## config.mk

```make
export PLATFORM = sky130hd
export DESIGN_NAME = alu_sequencer
export DESIGN_NICKNAME = d
export VERILOG_FILES = /design/src/rtl/alu_seq_pkg.sv /design/src/rtl/alu_sequencer_instr_decode.sv /design/src/rtl/alu_sequencer.sv
export SDC_FILE = /design/constraint.sdc
export NUM_CORES = 1
export LEC_CHECK = 0
export BUFFER_PORTS_ARGS = -buffer_cell sky130_fd_sc_hd__buf_2
export CORE_MARGIN = 8
export CORE_UTILIZATION = 25
export DETAILED_ROUTE_END_ITERATION = 8
export GPL_TIMING_DRIVEN = 0
export PLACE_DENSITY = 0.51
export SLEW_MARGIN = 20
export SYNTH_ARGS = -nofsm -noshare
export SYNTH_HDL_FRONTEND = slang
export SYNTH_HIERARCHICAL = 1
export SYNTH_SLANG_ARGS = --single-unit
```

## constraint.sdc

```tcl
create_clock -name clk -period 2.4 [get_ports clk]
set_clock_uncertainty 0.05 [all_clocks]
set_input_delay 0.48 -clock clk [delete_from_list [all_inputs] [get_ports clk]]
set_output_delay 0.48 -clock clk [all_outputs]
set_load 0.01 [all_outputs]
```

## src/rtl/alu_seq_pkg.sv

```systemverilog
// Shared types and constants for the ALU sequencer.
// State encoding, opcodes, ALU ops and instruction field positions.
package alu_seq_pkg;

  typedef enum logic [2:0] {
    S_IDLE,
    S_DECODE,
    S_WR_IMM,
    S_GET_A,
    S_GET_B,
    S_EXEC,
    S_WR_C,
    S_FAULT
  } state_e;

  localparam logic [2:0] OPC_MOV = 3'b110;
  localparam logic [2:0] OPC_ALU = 3'b101;

  localparam logic [1:0] ALU_ADD  = 2'b00;
  localparam logic [1:0] ALU_SUB  = 2'b01;
  localparam logic [1:0] ALU_AND  = 2'b10;
  localparam logic [1:0] ALU_NOTB = 2'b11;

  localparam logic [1:0] MOV_IMM = 2'b10;
  localparam logic [1:0] MOV_REG = 2'b00;

  localparam int OPC_LO = 13;
  localparam int OP_LO  = 11;
  localparam int RN_LO  = 8;
  localparam int RD_LO  = 5;
  localparam int RM_LO  = 0;
  localparam int IMM_LO = 0;

endpackage

```

## src/rtl/alu_sequencer_instr_decode.sv

```systemverilog
// Combinational field extraction and classification of an instruction.
// in: instr[15:0]; out: fields, instruction-class flags, legal.
module instr_decode
  import alu_seq_pkg::*;
(
  input  logic [15:0] instr,
  output logic [1:0]  op,
  output logic [2:0]  rn,
  output logic [2:0]  rd,
  output logic [2:0]  rm,
  output logic [7:0]  imm8,
  output logic        is_mov_imm,
  output logic        is_mov_reg,
  output logic        is_cmp,
  output logic        is_mvn,
  output logic        uses_a,
  output logic        legal
);

  logic [2:0] opc;
  logic       is_alu;
  logic       unused_bits;

  assign opc  = instr[OPC_LO +: 3];
  assign op   = instr[OP_LO  +: 2];
  assign rn   = instr[RN_LO  +: 3];
  assign rd   = instr[RD_LO  +: 3];
  assign rm   = instr[RM_LO  +: 3];
  assign imm8 = instr[IMM_LO +: 8];

  assign unused_bits = ^instr[4:3];

  assign is_alu     = (opc == OPC_ALU);
  assign is_mov_imm = (opc == OPC_MOV) && (op == MOV_IMM);
  assign is_mov_reg = (opc == OPC_MOV) && (op == MOV_REG);
  assign is_cmp     = is_alu && (op == ALU_SUB);
  assign is_mvn     = is_alu && (op == ALU_NOTB);
  assign uses_a     = is_alu && (op != ALU_NOTB);
  assign legal      = is_alu || is_mov_imm || is_mov_reg;

endmodule

```

## src/rtl/alu_sequencer.sv

```systemverilog
// Multi-cycle controller stepping the register-file/ALU datapath.
// in: clk, reset, instr/instr_valid; out: instr_ready, done, illegal, datapath controls, sximm8.
module alu_sequencer
  import alu_seq_pkg::*;
#(
  parameter int K = 16
) (
  input  logic         clk,
  input  logic         reset,
  input  logic [15:0]  instr,
  input  logic         instr_valid,
  output logic         instr_ready,
  output logic         done,
  output logic         illegal,
  output logic [2:0]   readnum,
  output logic [2:0]   writenum,
  output logic         write,
  output logic         loada,
  output logic         loadb,
  output logic         loadc,
  output logic         loads,
  output logic         asel,
  output logic         vsel,
  output logic [1:0]   alu_op,
  output logic [K-1:0] sximm8
);

  state_e      state_q, state_d;
  logic [15:0] instr_q, instr_d;
  logic        fwait_q, fwait_d;

  logic [1:0] op;
  logic [2:0] rn, rd, rm;
  logic [7:0] imm8;
  logic       is_mov_imm, is_mov_reg, is_cmp, is_mvn;
  logic       uses_a, legal;
  logic [1:0] op_eff;

  instr_decode u_dec (
    .instr      (instr_q),
    .op         (op),
    .rn         (rn),
    .rd         (rd),
    .rm         (rm),
    .imm8       (imm8),
    .is_mov_imm (is_mov_imm),
    .is_mov_reg (is_mov_reg),
    .is_cmp     (is_cmp),
    .is_mvn     (is_mvn),
    .uses_a     (uses_a),
    .legal      (legal)
  );

  assign op_eff = is_mov_reg ? ALU_ADD : op;
  assign sximm8 = {{(K-8){imm8[7]}}, imm8};

  always_ff @(posedge clk or posedge reset) begin
    if (reset) begin
      state_q <= S_IDLE;
      instr_q <= '0;
      fwait_q <= 1'b0;
    end else begin
      state_q <= state_d;
      instr_q <= instr_d;
      fwait_q <= fwait_d;
    end
  end

  always_comb begin
    state_d = state_q;
    instr_d = instr_q;
    fwait_d = 1'b0;
    unique case (state_q)
      S_IDLE: begin
        if (instr_valid) begin
          instr_d = instr;
          state_d = S_DECODE;
        end
      end
      S_DECODE: begin
        if (is_mov_imm) begin
          state_d = S_WR_IMM;
        end else if (uses_a) begin
          state_d = S_GET_A;
        end else if (legal) begin
          state_d = S_GET_B;
        end else begin
          state_d = S_FAULT;
          fwait_d = 1'b1;
        end
      end
      S_WR_IMM: state_d = S_IDLE;
      S_GET_A:  state_d = S_GET_B;
      S_GET_B:  state_d = S_EXEC;
      S_EXEC:   state_d = is_cmp ? S_IDLE : S_WR_C;
      S_WR_C:   state_d = S_IDLE;
      // FAULT spends one quiet cycle before reporting.
      S_FAULT:  state_d = fwait_q ? S_FAULT : S_IDLE;
      default:  state_d = S_IDLE;
    endcase
  end

  always_comb begin
    instr_ready = 1'b0;
    done        = 1'b0;
    illegal     = 1'b0;
    readnum     = 3'd0;
    writenum    = 3'd0;
    write       = 1'b0;
    loada       = 1'b0;
    loadb       = 1'b0;
    loadc       = 1'b0;
    loads       = 1'b0;
    asel        = 1'b0;
    vsel        = 1'b0;
    alu_op      = 2'b00;
    unique case (state_q)
      S_IDLE: instr_ready = !reset;
      S_DECODE: alu_op = op_eff;
      S_WR_IMM: begin
        vsel     = 1'b1;
        writenum = rn;
        write    = 1'b1;
        done     = 1'b1;
      end
      S_GET_A: begin
        alu_op  = op_eff;
        readnum = rn;
        loada   = 1'b1;
      end
      S_GET_B: begin
        alu_op  = op_eff;
        readnum = rm;
        loadb   = 1'b1;
      end
      S_EXEC: begin
        alu_op = op_eff;
        asel   = is_mov_reg || is_mvn;
        loads  = 1'b1;
        loadc  = !is_cmp;
        done   = is_cmp;
      end
      S_WR_C: begin
        alu_op   = op_eff;
        writenum = rd;
        write    = 1'b1;
        done     = 1'b1;
      end
      S_FAULT: begin
        illegal = !fwait_q;
        done    = !fwait_q;
      end
      default: ;
    endcase
  end

endmodule
```

## After elaboration in Yosys (flattened, before gate mapping)

Index checks and enable logic that the tools add are counted.

- Equal/unequal tests: 14
- Multiplexer cells: 25
- Reduce and logical (&&, ||, !) cells: 16

Operator list:

| operator | count |
|---|---|
| 3-bit one-hot mux with 7 select lines | 1 |
| 3-bit == test, second input constant | 6 |
| 3-bit two-way mux | 5 |
| 1-bit two-way mux | 13 |
| 3-bit one-hot mux with 2 select lines | 2 |
| 3-bit by 2-bit == test with 1-bit output, second input constant | 2 |
| 2-bit two-way mux | 3 |
| 1-bit logical AND | 5 |
| 5-bit OR reduction | 1 |
| 2-bit == test, second input constant | 2 |
| 2-bit != test, second input constant | 2 |
| 3-bit by 1-bit == test with 1-bit output, second input constant | 1 |
| 1-bit logical NOT | 3 |
| 3-bit logical NOT | 1 |
| 1-bit logical OR | 3 |
| 1-bit one-hot mux with 3 select lines | 1 |
| 2-bit by 1-bit == test with 1-bit output, second input constant | 1 |
| 2-bit logical NOT | 1 |
| 2-bit AND reduction | 1 |
| 2-bit OR reduction | 1 |

- Flip-flop bits (word level): 20
- Input port bits: 19
- Logic and storage cells: 58

## Longest topological paths before layout

Gate-level depths: netlist of the first run.

- Depth in word-level cells: 8
- Depth in mapped cells: 5

## By module

Netlist of the first run, hierarchy kept.

Modules (own cells, without submodules):

| module | times used | cells each | area each (sq um) | sequential area each (sq um) |
|---|---|---|---|---|
| alu_sequencer | 1 | 97 | 1,069.8 | 500.5 |
| instr_decode | 1 | 29 | 214.0 | 0.0 |

## Worst setup path after synthesis of the first run

Ideal clock, no wire load.

- Path type: reg-to-output
- From: register state_q[0]
- To: output port done
- Arrival time: 1.256 ns
- Required time: 1.870 ns
- Path slack: 0.614 ns
- Cell stages (with the launch flop): 6
- Buffers on the path: 1
- Cell sequence: dfrtp_1 > buf_2 > and2b_2 > nand2_1 > inv_1 > a211o_1

- Cells in the longest elaborated chain, start to end: 3
- Elaborated cells between the ends (all ways): 6
- Classes of those cells: 4 x eq/ne; 1 x mux; 1 x reduce/logical

RTL lines:

| what | line | text |
|---|---|---|
| start: declaration | alu_sequencer.sv:28 | `state_e state_q, state_d;` |
| start signal: assignment | alu_sequencer.sv:63 | `state_q <= state_d;` |
| 3-bit == test / 3-bit by 2-bit == test with 1-bit output (equally long branches) | alu_sequencer.sv:117 | `unique case (state_q)` |
| 2-bit OR reduction (no source line) | - |  |
| 1-bit one-hot mux with 3 select lines * | alu_sequencer.sv:117 |  |
| end: declaration | alu_sequencer.sv:13 | `output logic done,` |

Every way passes the cells marked *; elsewhere a longest branch is shown, timed or not.

## Worst setup path in the final report of the first run

- From: register state_q[2]
- To: output port writenum[0]

- Cells in the longest elaborated chain, start to end: 2
- Elaborated cells between the ends (all ways): 3
- Classes of those cells: 2 x eq/ne; 1 x mux

RTL lines:

| what | line | text |
|---|---|---|
| 3-bit == test / 3-bit by 2-bit == test with 1-bit output (equally long branches) | alu_sequencer.sv:117 |  |
| 3-bit one-hot mux with 2 select lines * | alu_sequencer.sv:117 |  |
| end: declaration | alu_sequencer.sv:16 | `output logic [2:0] writenum,` |

Marked as above.

==> flow_metrics.tcl, run 1 <==
set metrics [dict create \
    antenna_cells 0 \
    yosys_warnings 6 \
    hpwl_mm 2.53 \
    wl_per_cell_um 12.0 \
    grt_use_total_pct 7.96 \
    fp.dieH_um 87.7 \
    internal_power_w 0.00153 \
    post-route-period-util_pct 92.9 \
    cts_root_buf "clkbuf_8" \
    cp.required_ns 1.87 \
    critPathLaunchType "flop" \
    cpPeakStageDelay_ns 0.39 \
    final_net_count 202 \
    powerDensity_nw_per_um2 1420 \
    first_pass_iters 4 \
    min_period_ns 2.23 \
    core_sq_um 5040 \
    drv_slew 0 \
    worst_ep_arrival_time_ns 1.70 \
    synthArstFlopShare_pct 100 \
    final_util_pct 33.8 \
    p_seq_share_pct 27.0 \
    drive_gt1_share_pct 58.8 \
    hold_violations 0 \
    cts_buffer_depth 2 \
    start_util_pct 25.5 \
    wirelength_mm 3.02 \
    synth-seq-area-share_pct 39.0 \
    register_area_sq_um 500 \
    crit_chain "clkbuf_1, buf_2, mux2i_1, nor2_1, buf_2" \
    multiInputGateArea_sq_um 529 \
    synthFlopType "dfrtp_1" \
    crit_type "reg2out" \
    cts_hold_buf 0 \
    grt_pass1_vias 1044 \
    synth_area_per_cell_sq_um 10.2 \
    clkLatencyLatePin_ns 0.26 \
    drc 0 \
    synthCells 126 \
    layout.cells.non_filler 252 \
    area_growth_pct 32.7 \
    p_leak_nw 0.896 \
    ioPinCount 53 \
    critical-path-slowest-cell "dfrtp_1" \
    synth_area_sq_um 1280 \
    fill_cells 539 \
    status "finished, final reports clean" \
    swShare_pct 36.7 \
    ir_drop_mv 0.516 \
    combPwrFrac_pct 59.0 \
    synth_edf_count 0 \
    end_kind "output pin" \
    p_switching_w 0.000885 \
    die_w_um 87.7 \
    power.total_w 0.00241 \
    final_cell_mix "buf_2, buf_4, dfrtp_1, mux2_2, nor2_1" \
    post-cts-setup-buffer-count 0 \
    whs_ns 0.304 \
    crit_top_cell "buf_2" \
    clkSlewWorstSetupHoldPaths_ns 0.08 \
    dp.cells 248 \
    ant_nets 0 \
    overflow 0 \
    antenna_found_initial 0 \
    max_cap_viol_count 0 \
    clock.fmax_mhz 448 \
    rows 26 \
    hp-class "in2async" \
    finalSetupViolations 0 \
    cts_made_buffers 3 \
    finalWeightedCongestion 0.700 \
    maxSlewHeadroom_pct 50.2 \
    rsz0062_at_grt "false" \
    die_area_sq_um 7680 \
    post_cts_resized 0 \
    path_max_fanout 10 \
    grt_max_degree 21 \
    drt-vias-per-instance 3.99 \
    io_buffers 52 \
    max_slew.worst_pin.slew_ns 0.746 \
    grt_pass1_wl_mm 4.89 \
    tritoncts "yes" \
    drt-initial-drc-count 27 \
    fin_setup_tns_ns 0 \
    synth_seq_cells 20 \
    htree_num_levels 1 \
    layout_commonest_cell "buf_2" \
    vias 1005 \
    synth.net_count 145 \
    clkPwrFrac_pct 14.0 \
    ys_types 31 \
    cts_sinks 20 \
]
## critical path, delay by kind of cell (launching register included)
family	cells	cell delay, ns
buffers and inverters	3	0.78
DFF	1	0.39
muxes	1	0.21
and+or+nand+nor	1	0.06
## cell usage after synthesis (3+ instances only)
cell type   n  area share [%]
dfrtp_1    20              39
nand2_1     8             2.3
mux2i_1     3             2.3
inv_1       4             1.2
nor2_1     14             4.1
a22o_1      3             2.0
mux2_2     16              14
and2_1      4             1.9
buf_4      27              16
## routing by layer
metal | up-vias | global-route usage, % | wire (um)
met1 | 469 | 9.26 | 1340
met2 | 23 | 13.5 | 1500
met4 | 0 | 1.88 | 0
met3 | 0 | 2.91 | 176
li1 | 513 | - | -
met5 | - | 0 | 0
## sequential cells by signal, indices dropped and copies added, names as in the netlist
name and cells:
fwait_q 1, instr_q 16, state_q 3
## cell type report
type	count	share of cell area, %
multi-input cells	70	31.1
flip-flops and latches	20	29.4
repair buffers	52	15.3
plain buffers	32	14.0
well taps	70	5.14
clock buffers	3	2.42
clock inverters	1	1.76
inverters	4	0.882
## path summary, 6_finish.rpt
kind | cells after the start | to | slack (ns) | start
max | 5 | writenum[0] | 0.17 | state_q[2]$_DFFE_PP0P_
min | 2 | state_q[2]$_DFFE_PP0P_ | 0.30 | reset
max reg2reg | 4 | instr_q[14]$_DFFE_PP0P_ | 0.59 | state_q[1]$_DFFE_PP0P_
min reg2reg | 1 | instr_q[10]$_DFFE_PP0P_ | 0.46 | instr_q[10]$_DFFE_PP0P_
max in group asynchronous | 2 | fwait_q$_DFF_PP0_ | 1.52 | reset
min in group clk | 2 | instr_q[4]$_DFFE_PP0P_ | 0.40 | instr[4]
## cell families after synthesis
logic type	after synthesis	synth area share (%)
simple gates	38	17.6
buf+inv	36	19.8
flops	20	39.0
mux	19	16.4
compound gates	13	7.21
## stage by stage
| stage | area (sq um) | worst slack, ns |
|---|---|---|
| finish | 1700 | 0.170 |
| global route | 1700 | 0.00754 |
| CTS | 1700 | 0.135 |
| detailed placement | 1630 | 0.437 |
| global placement | 1630 | 0.419 |
| floorplan | 1280 | 0.614 |
## power groups by stage
stage	sequential (W)	clock, W	combinational, W
final	0.000652	0.000337	0.00142
after global routing	0.000686	0.000363	0.00157
after CTS	0.000658	0.000346	0.00146
after detailed placement	0.000664	0	0.00145
after global placement	0.000660	0	0.00145
after floorplan	0.000625	0	0.00107
No activity file was read; power rests on OpenSTA's default activity.
==> run 2: changes to the inputs <==
--- a/config.mk
+++ b/config.mk
@@ -8,8 +8,8 @@
 export BUFFER_PORTS_ARGS = -buffer_cell sky130_fd_sc_hd__buf_2
 export CORE_MARGIN = 8
 export CORE_UTILIZATION = 25
+export CTS_CLUSTER_SIZE = 20
 export DETAILED_ROUTE_END_ITERATION = 8
-export GPL_TIMING_DRIVEN = 0
 export PLACE_DENSITY = 0.51
 export SLEW_MARGIN = 20
 export SYNTH_ARGS = -nofsm -noshare
==> flow_metrics.tcl, run 2 (same netlist as run 1, synthesis figures left out) <==
set metrics [dict create \
    fin_area_sq_um 1490 \
    cp.required_ns 1.87 \
    clkLatencyLatePin_ns 0.26 \
    overflow 0 \
    ioPinCount 53 \
    finalSetupViolations 0 \
    die_area_sq_um 7680 \
    clock.fmax_mhz 447 \
    largest_register_ffs 16 \
    worst_ep_arrival_time_ns 1.71 \
    rsz0062_at_grt "false" \
    first_pass_iters 4 \
    grt_max_degree 21 \
    drt-initial-drc-count 23 \
    cts_hold_buf 0 \
    rows 26 \
    final_cell_mix "buf_2, dfrtp_1, mux2_2, nor2_1, nand2_1" \
    critPathLaunchType "flop" \
    io_buffers 52 \
    clkSlewWorstSetupHoldPaths_ns 0.08 \
    cts_root_buf "clkbuf_8" \
    start_util_pct 25.5 \
    hold_violations 0 \
    cts_buffer_depth 2 \
    top_register "instr_q" \
    grt_pass1_vias 948 \
    cts_sinks 20 \
    status "finished, final reports clean" \
    finalWeightedCongestion 0.856 \
    grt_pass1_wl_mm 4.75 \
    drc 0 \
    powerDensity_nw_per_um2 1400 \
    ir_drop_mv 0.571 \
    max_slew.worst_pin.slew_ns 0.755 \
    place_area_sq_um 1420 \
    end_kind "output pin" \
    die_w_um 87.7 \
    drt-vias-per-instance 4.05 \
    grt_use_total_pct 7.77 \
    reg_top3 "instr_q x16, state_q x3, fwait_q x1" \
    drive_gt1_share_pct 51.6 \
    cts_made_buffers 3 \
    drv_slew 0 \
    layout_commonest_cell "buf_2" \
    post-route-period-util_pct 93.1 \
    post-cts-setup-buffer-count 0 \
    hp-class "in2async" \
    ant_nets 0 \
    path_max_fanout 10 \
    vias 903 \
    core_sq_um 5040 \
    fp.dieH_um 87.7 \
    antenna_cells 0 \
    wl_per_cell_um 13.4 \
    maxSlewHeadroom_pct 49.6 \
    p_leak_nw 0.759 \
    crit_type "reg2out" \
    area_growth_pct 15.8 \
    antenna_found_initial 0 \
    htree_num_levels 1 \
    post_cts_resized 0 \
    hpwl_mm 2.49 \
    wirelength_mm 2.99 \
    tritoncts "yes" \
    max_cap_viol_count 0 \
    fin_setup_tns_ns 0 \
    min_period_ns 2.24 \
    final_net_count 173 \
]
## run 2: changes by cell type in the layout (fill, tap and decap cells not counted), sizes merged
| cell | change |
|---|---|
| clkbuf | -1 |
| buf | -28 |
## run 2: per-layer routing
layer  vias to the layer above  GRT usage (%)  routed length [um]
li1                        454              -                   -
met1                       412           9.28                1340
met2                        37           13.3                1450
met3                         0           2.53                 202
met4                         0           1.41                   0
met5                         -              0                   0
## run 2: layout make-up
type | instances | area [sq um]
clock inverters | 1 | 30.0
flip-flops and latches | 20 | 500
well taps | 70 | 87.6
multi-input cells | 70 | 529
clock buffers | 3 | 41.3
fillers | 531 | 3560
inverters | 4 | 15.0
repair buffers | 55 | 283
## run 2: worst max-delay path: stages (launching register included)
cell,delay (ns)
dfrtp_1,0.56
and2b_2,0.28
nand2_1,0.11
inv_1,0.06
a211o_1,0.29
buf_2,0.14
## run 2: per-stage QoR
step	setup slack [ns]	hold WS (ns)	cells	power, W	util, %
final	0.165	0.305	223	0.00208	29.5
after global routing	0.0658	0.393	223	0.00224	29.5
after CTS	0.172	0.342	223	0.00212	29.5
after detailed placement	0.471	0.441	219	0.00178	28.1
after global placement	0.459	0.436	219	0.00178	28.1
after floorplan	0.614	0.394	126	0.00169	-
## run 2: power by group
part           internal [W]  leakage (nW)  switching, W
Combinational      0.000515         0.483      0.000500
Clock              0.000223        0.0357      0.000115
Sequential         0.000509         0.240      0.000216
Total               0.00125         0.759      0.000831
## run 2: final timing paths
kind,startpoint,to,slack [ns],cells past startpoint
worst min register to register,instr_q[3]$_DFFE_PP0P_,instr_q[3]$_DFFE_PP0P_,0.46,1
worst min-delay path,reset,instr_q[5]$_DFFE_PP0P_,0.31,2
worst max register to register,state_q[2]$_DFFE_PP0P_,instr_q[10]$_DFFE_PP0P_,0.66,4
worst max-delay path,state_q[1]$_DFFE_PP0P_,done,0.16,5
max in group asynchronous,reset,instr_q[3]$_DFFE_PP0P_,1.52,2
min in group clk,instr[4],instr_q[4]$_DFFE_PP0P_,0.39,2
